==> config.mk <==
export PLATFORM = sky130hd
export DESIGN_NAME = hamming_secded_decoder
export DESIGN_NICKNAME = d
export VERILOG_FILES = /design/src/rtl/hamming_secded_decoder.sv
export SDC_FILE = /design/constraint.sdc
export NUM_CORES = 1
export LEC_CHECK = 0
export CAP_MARGIN = 5
export CORE_MARGIN = 3
export CORE_UTILIZATION = 55
export DETAILED_ROUTE_END_ITERATION = 6
export PLACE_DENSITY = 0.85
export SYNTH_ARGS = -nofsm -noshare
export SYNTH_HDL_FRONTEND = slang
export SYNTH_SLANG_ARGS = --single-unit
export TNS_END_PERCENT = 10
==> constraint.sdc <==
create_clock -name clk -period 4.3 [get_ports clk]
set_clock_uncertainty 0.05 [all_clocks]
set_input_delay 0.43 -clock clk [delete_from_list [all_inputs] [get_ports clk]]
set_output_delay 0.43 -clock clk [all_outputs]
set_load 0.03 [all_outputs]
==> src/rtl/hamming_secded_decoder.sv <==
// SECDED (extended Hamming) decoder with a two-stage valid/ready pipeline.
// Corrects single-bit errors, flags double/multi-bit errors and counts both kinds of event.
module hamming_secded_decoder #(
    parameter int DATA_W = 8,
    parameter int CNT_W  = 16,
    localparam int PAR_W = (DATA_W <= 4)   ? 3 :
                           (DATA_W <= 11)  ? 4 :
                           (DATA_W <= 26)  ? 5 :
                           (DATA_W <= 57)  ? 6 :
                           (DATA_W <= 120) ? 7 :
                           (DATA_W <= 247) ? 8 : 9,
    localparam int N     = DATA_W + PAR_W,
    localparam int CW_W  = N + 1
) (
    input  logic              clk,
    input  logic              rst_n,
    input  logic              s_valid,
    output logic              s_ready,
    input  logic [CW_W-1:0]   s_cw,
    output logic              m_valid,
    input  logic              m_ready,
    output logic [DATA_W-1:0] m_data,
    output logic              m_corrected,
    output logic              m_uncorrectable,
    output logic [PAR_W-1:0]  m_syndrome,
    input  logic              clr_cnt,
    output logic [CNT_W-1:0]  cnt_corr,
    output logic [CNT_W-1:0]  cnt_uncorr
);

    // Hamming position (1-based) of data bit d: the d-th non-power-of-two position.
    function automatic int data_pos(input int d);
        int pos;
        int cnt;
        pos = 0;
        cnt = 0;
        for (int i = 1; i <= N; i++) begin
            if ((i & (i - 1)) != 0) begin
                if (cnt == d) pos = i;
                cnt++;
            end
        end
        return pos;
    endfunction

    logic [PAR_W-1:0]  syn_in;
    logic              par_in;
    logic [DATA_W-1:0] raw_in;

    logic              v1;
    logic [DATA_W-1:0] raw1;
    logic [PAR_W-1:0]  syn1;
    logic              par1;

    logic              v2;
    logic [DATA_W-1:0] data2;
    logic              corr2;
    logic              unc2;
    logic [PAR_W-1:0]  syn2;

    logic              load2;
    logic              single_err;
    logic              multi_err;
    logic [DATA_W-1:0] dec_data;
    logic              out_xfer;

    always_comb begin
        syn_in = '0;
        raw_in = '0;
        for (int k = 0; k < PAR_W; k++) begin
            for (int i = 1; i <= N; i++) begin
                if (((i >> k) & 1) != 0) syn_in[k] = syn_in[k] ^ s_cw[i-1];
            end
        end
        par_in = ^s_cw;
        for (int d = 0; d < DATA_W; d++) begin
            raw_in[d] = s_cw[data_pos(d)-1];
        end
    end

    assign load2   = ~v2 | m_ready;
    assign s_ready = ~v1 | load2;

    // Parity bits are consumed by the syndrome, so only raw data travels to stage 2.
    always_ff @(posedge clk or negedge rst_n) begin
        if (!rst_n) begin
            v1   <= 1'b0;
            raw1 <= '0;
            syn1 <= '0;
            par1 <= 1'b0;
        end else if (s_ready) begin
            v1 <= s_valid;
            if (s_valid) begin
                raw1 <= raw_in;
                syn1 <= syn_in;
                par1 <= par_in;
            end
        end
    end

    always_comb begin
        single_err = par1 && (int'(syn1) <= N);
        multi_err  = (!par1 && (syn1 != '0)) || (par1 && (int'(syn1) > N));
        dec_data   = raw1;
        for (int d = 0; d < DATA_W; d++) begin
            if (single_err && (int'(syn1) == data_pos(d))) dec_data[d] = ~raw1[d];
        end
    end

    always_ff @(posedge clk or negedge rst_n) begin
        if (!rst_n) begin
            v2    <= 1'b0;
            data2 <= '0;
            corr2 <= 1'b0;
            unc2  <= 1'b0;
            syn2  <= '0;
        end else if (load2) begin
            v2 <= v1;
            if (v1) begin
                data2 <= dec_data;
                corr2 <= single_err;
                unc2  <= multi_err;
                syn2  <= syn1;
            end
        end
    end

    assign m_valid         = v2;
    assign m_data          = data2;
    assign m_corrected     = corr2;
    assign m_uncorrectable = unc2;
    assign m_syndrome      = syn2;
    assign out_xfer        = v2 & m_ready;

    always_ff @(posedge clk or negedge rst_n) begin
        if (!rst_n) begin
            cnt_corr   <= '0;
            cnt_uncorr <= '0;
        end else if (clr_cnt) begin
            cnt_corr   <= '0;
            cnt_uncorr <= '0;
        end else begin
            if (out_xfer && corr2 && (cnt_corr != '1))
                cnt_corr <= cnt_corr + CNT_W'(1);
            if (out_xfer && unc2 && (cnt_uncorr != '1))
                cnt_uncorr <= cnt_uncorr + CNT_W'(1);
        end
    end

endmodule

# ---- Word level (Yosys, flattened, before mapping)
# Cells that the tools add are included.
dict set report classes {
  n_mul 0
  div_mod_pow 0
  bitwise 31
  n_reduce_logical 23
  mux 12
  magnitude_cmp 2
  shifts 0
  add_sub_neg 2
  eq_ne 10
}
# operator count
set op_table {}
lappend op_table {{$mux W16} 4}
lappend op_table {{$add A16 B1 Y16 const B} 2}
lappend op_table {{$ne A16 B16 Y1 const B} 2}
lappend op_table {{$eq A4 B4 Y1 const B} 6}
lappend op_table {{$xor A1 B1 Y1} 18}
lappend op_table {{$logic_and A1 B1 Y1} 15}
lappend op_table {{$reduce_xor A13 Y1} 1}
lappend op_table {{$not A1 Y1} 10}
lappend op_table {{$eq A4 B3 Y1 const B} 2}
lappend op_table {{$mux W1} 8}
lappend op_table {{$gt A4 B4 Y1 const B} 1}
lappend op_table {{$le A4 B4 Y1 const B} 1}
lappend op_table {{$reduce_and A2 Y1} 2}
lappend op_table {{$reduce_bool A2 Y1} 2}
lappend op_table {{$reduce_bool A4 Y1} 1}
lappend op_table {{$or A1 B1 Y1} 2}
lappend op_table {{$and A1 B1 Y1} 1}
lappend op_table {{$logic_not A1 Y1} 1}
lappend op_table {{$logic_or A1 B1 Y1} 1}
dict set report word_totals {
  in_bits 18
  memories 0
  register_bits 61
  word_cells 91
  mem_bits_ro 0
  ramBits 0
  latchBits 0
  out_inout_bits 48
}

# ---- Logic depth before layout (Yosys ltp)
dict set report logic_depth {
  word_depth 5
  mapped_depth 7
  depth_no_buf 6
}

# ---- Least setup slack after synthesis
# Ideal clock, no wire load.
dict set report synth_timing {
  path_kind {register to register}
  from {register v2 (netlist: m_valid)}
  to {register raw1[7]}
  arrival_ns 1.820
  setup_time_ns 0.125
  synth_period_minus_slack_ns 1.995
  stages_incl_launch_ff 5
  path_buffers 1
  t_required_ns 4.125
  slack_ns 2.305
  path_cell_list {dfrtp_1 -> nand3b_1 -> nand2_1 -> buf_2 -> mux2_2}
}
dict set report synth_via {
  elab_chain_len 4
}
# element line_no
set synth_lines {}
lappend synth_lines {{start, declared} 55} ;# logic v2;
lappend synth_lines {{start signal, assigned} 118} ;# v2 <= v1;
lappend synth_lines {{$not A1 Y1} 81} ;# assign load2 = ~v2 | m_ready;
lappend synth_lines {{$or A1 B1 Y1} 81}
lappend synth_lines {{$or A1 B1 Y1} 82} ;# assign s_ready = ~v1 | load2;
lappend synth_lines {{named net s_ready} 18} ;# output logic s_ready,
lappend synth_lines {{$reduce_and A2 Y1 (no source line)} --}
lappend synth_lines {{end signal, assigned} 94} ;# raw1 <= raw_in;
lappend synth_lines {{end, declared} 51} ;# logic [DATA_W-1:0] raw1;
# The timed path passes the listed nets, and every way through them passes these cells.
# A chain may end at the register's enable or synchronous reset.

# ---- Worst setup path after layout
dict set report layout_timing {
  from {input m_ready}
  to {output s_ready}
}
dict set report layout_via {
  elab_chain_len 2
}
# element line_no
set layout_lines {}
lappend layout_lines {{start, declared} 21} ;# input logic m_ready,
lappend layout_lines {{$or A1 B1 Y1} 81}
lappend layout_lines {{$or A1 B1 Y1} 82}
lappend layout_lines {{end, declared} 18}
# Every way passes these cells.

==> impl_metrics.toml <==
[floorplan]
dieArea_mm2 = 0.00665
fp.dieH_um = 81.6
io_pins = 66
coreArea_mm2 = 0.00530
start_util = 0.592
std_cell_rows = 26
die_w_um = 81.6

[place]
dp.cells = 443
hpwl_um = 4800
routabilityCongestion = 0.863
place_area_mm2 = 0.00384
portBuffers = 65

[power_and_ir_drop]
p_comb_frac = 0.258
p_switching_w = 0.000509
clock_power_share = 0.274
ir_drop_uv = 235
p_sw_frac = 0.326
p_leak_nw = 1.58
intPower_w = 0.00105
p_per_area_mw_per_mm2 = 388
pwr-share-seq = 0.468
fin_total_pwr_w = 0.00156

[timing]
finalMaxSlewViolations = 0
max_freq_mhz = 428
rsz0062_at_grt = "false"
hold_slack_ns = 0.426
maxSlewHeadroom = 0.240
setup_viol = 0
min_period_ns = 2.34
tns_ns = 0
worst_slew_pin_slew_ns = 1.14
final-hold-violation-count = 0
post-route-period-util = 0.544

[routing]
routed_wirelength_um = 6630
post-route-drc-count = 0
vias = 2478
ant_nets = 0
via_per_inst = 5.40
wl_per_cell_um = 14.4
first_pass_iters = 4
drt_first_iter_violations = 130

[yosys]
synth-xor-area-share = 0.151
synth_mux_area_frac = 0.0386
synth-compound-area-share = 0.0514
syn-cell-area_mm2 = 0.00314
synth-simple-area-share = 0.251
yosysWarnings = 0
synth_top_cell_by_area = "dfrtp_1"
synthDistinctLibCells = 40
synth_top_family_by_area = "simple AND/OR/NAND/NOR gates"
synth_flop_cell = "dfrtp_1"
synth_area_leaders = "dfrtp_1 (49%), xnor2_1 (13%), nand2_1 (4.7%)"
synth_fa_ha_area_frac = 0.00797
synth_top_area_frac = 0.486
yosysSeqAreaShare = 0.486
ys_ff_latch = 61
synthArstFlopShare = 1.00
synth_nets = 336
synth_edf_count = 0
synth_cells = 316
avgSynthCellArea_um2 = 9.94

[clock_network]
numCtsBuffers = 9
cts_tree = "done"
clockRootBuffer = "clkbuf_8"
clk_latency_ns = 0.33
cts_buffer_depth = 2
path_clk_slew_ns = 0.07
cts_setup_buffers = 0
cts.repair.resized = 0
cts_sinks = 61
htree_levels = 3
postCtsHoldBufs = 1

[critical_path]
startpoint = "m_ready"
ff2ff_path_depth = 6
cp_max_fo = 5
cp.required_ns = 3.82
start_kind = "input pin"
r2r_start = "cnt_uncorr[0]"
endpoint_kind = "primary output"
arrival_ns = 1.86
crit_end = "s_ready"
r2r_setup_slack_ns = 2.34
path_class = "input pin to primary output"
timing.rr.end = "cnt_uncorr[9]"

[global_routing]
grt_pass1_vias = 2385
overflow = 0
antenna_found_initial = 0
grt_usage = 0.222
grt_pass1_wl_um = 11200
grt_max_degree = 47

[layout]
layout.nets = 405
diodes = 0
final_cells = 459
area_growth_pct = 27.8
final_area_mm2 = 0.00401
final_common_cell = "clkdlybuf4s50_1"
final_cell_mix = "clkdlybuf4s50_1 (64), dfrtp_1 (61), xnor2_1 (45)"
layout-drive-gt1-share = 0.0874

[outcome]
status = "finished, final reports clean"

[run]
maxCapViolations = 0

[min_path]
hp-class = "flip-flop to flip-flop"
stage by stage:
step	setup WS (ns)	util
after floorplan	2.30	-
after global routing	1.93	0.757
after CTS	1.96	0.757
final	1.96	0.757
after global placement	1.96	0.725
after detailed placement	1.97	0.725
how the worst min path moves through the flow:
stage / startpoint / to / depth (start not counted)
global route: m_data[1] / m_data[1] / 2
floorplan: rst_n / cnt_corr[0] / 0
detailed placement: rst_n / m_syndrome[3] / 1
finish: m_syndrome[1] / m_syndrome[1] / 2
CTS: m_syndrome[1] / m_syndrome[1] / 2
global placement: rst_n / m_syndrome[1] / 1
flip-flops by register name, indices dropped and copies added, names as in the netlist:
signal	count
cnt_corr	16
m_syndrome	4
m_corrected	1
syn1	4
m_uncorrectable	1
par1	1
raw1	8
m_valid	1
v1	1
m_data	8
cnt_uncorr	16
layout make-up:
cell class | count | area [µm²]
inverters | 2 | 7.51
clock inverters | 2 | 10.0
repair buffers | 67 | 663
flip-flops and latches | 61 | 1530
fillers | 387 | 1290
clock buffers | 13 | 149
well taps | 70 | 87.6
multi-input cells | 244 | 1570
cells by family after synthesis:
logic type               after synthesis
AO/OA/AOI/OAI                         31
XOR/XNOR                              54
adder cells (fa/ha/maj)                2
buffers and inverters                 11
flip-flops                            61
multiplexers                          11
AND/OR/NAND/NOR                      146
worst max-delay path, cell delays in order:
cell             delay, ns
clkdlybuf4s50_1       0.54
nand3b_1              0.19
clkdlybuf4s50_1       0.70
synth_stat cells, drive strengths merged, types with 3 or more instances:
cell type and n:
and3 5, or3 5, o21ai 24, nand2 39, nor3b 5, nand4 11
xnor2 45, nor4 3, clkbuf 5, nand2b 4, mux2 9, nand3 8
nor3 12, nand3b 3, xor2 9, nor4b 3, nor2 37, dfrtp 61
a21oi 5, buf 4, or2 4
power by group through the flow:
| stage | clock network, W | logic, W | registers (W) |
|---|---|---|---|
| 2_1_floorplan | 0 | 0.000167 | 0.000804 |
| 3_3_place_gp | 0 | 0.000398 | 0.000733 |
| 6_report | 0.000427 | 0.000403 | 0.000729 |
| 4_1_cts | 0.000437 | 0.000408 | 0.000729 |
| 5_1_grt | 0.000465 | 0.000440 | 0.000742 |
| 3_5_place_dp | 0 | 0.000406 | 0.000739 |
routing by layer:
| metal | routed length, µm | vias up | global-route usage |
|---|---|---|---|
| met4 | 108 | 0 | 0.108 |
| li1 | - | 1220 | - |
| met2 | 3190 | 61 | 0.355 |
| met3 | 283 | 10 | 0.0384 |
| met5 | 0 | - | 0 |
| met1 | 3050 | 1187 | 0.292 |
Power figures use the tool's default switching activity.
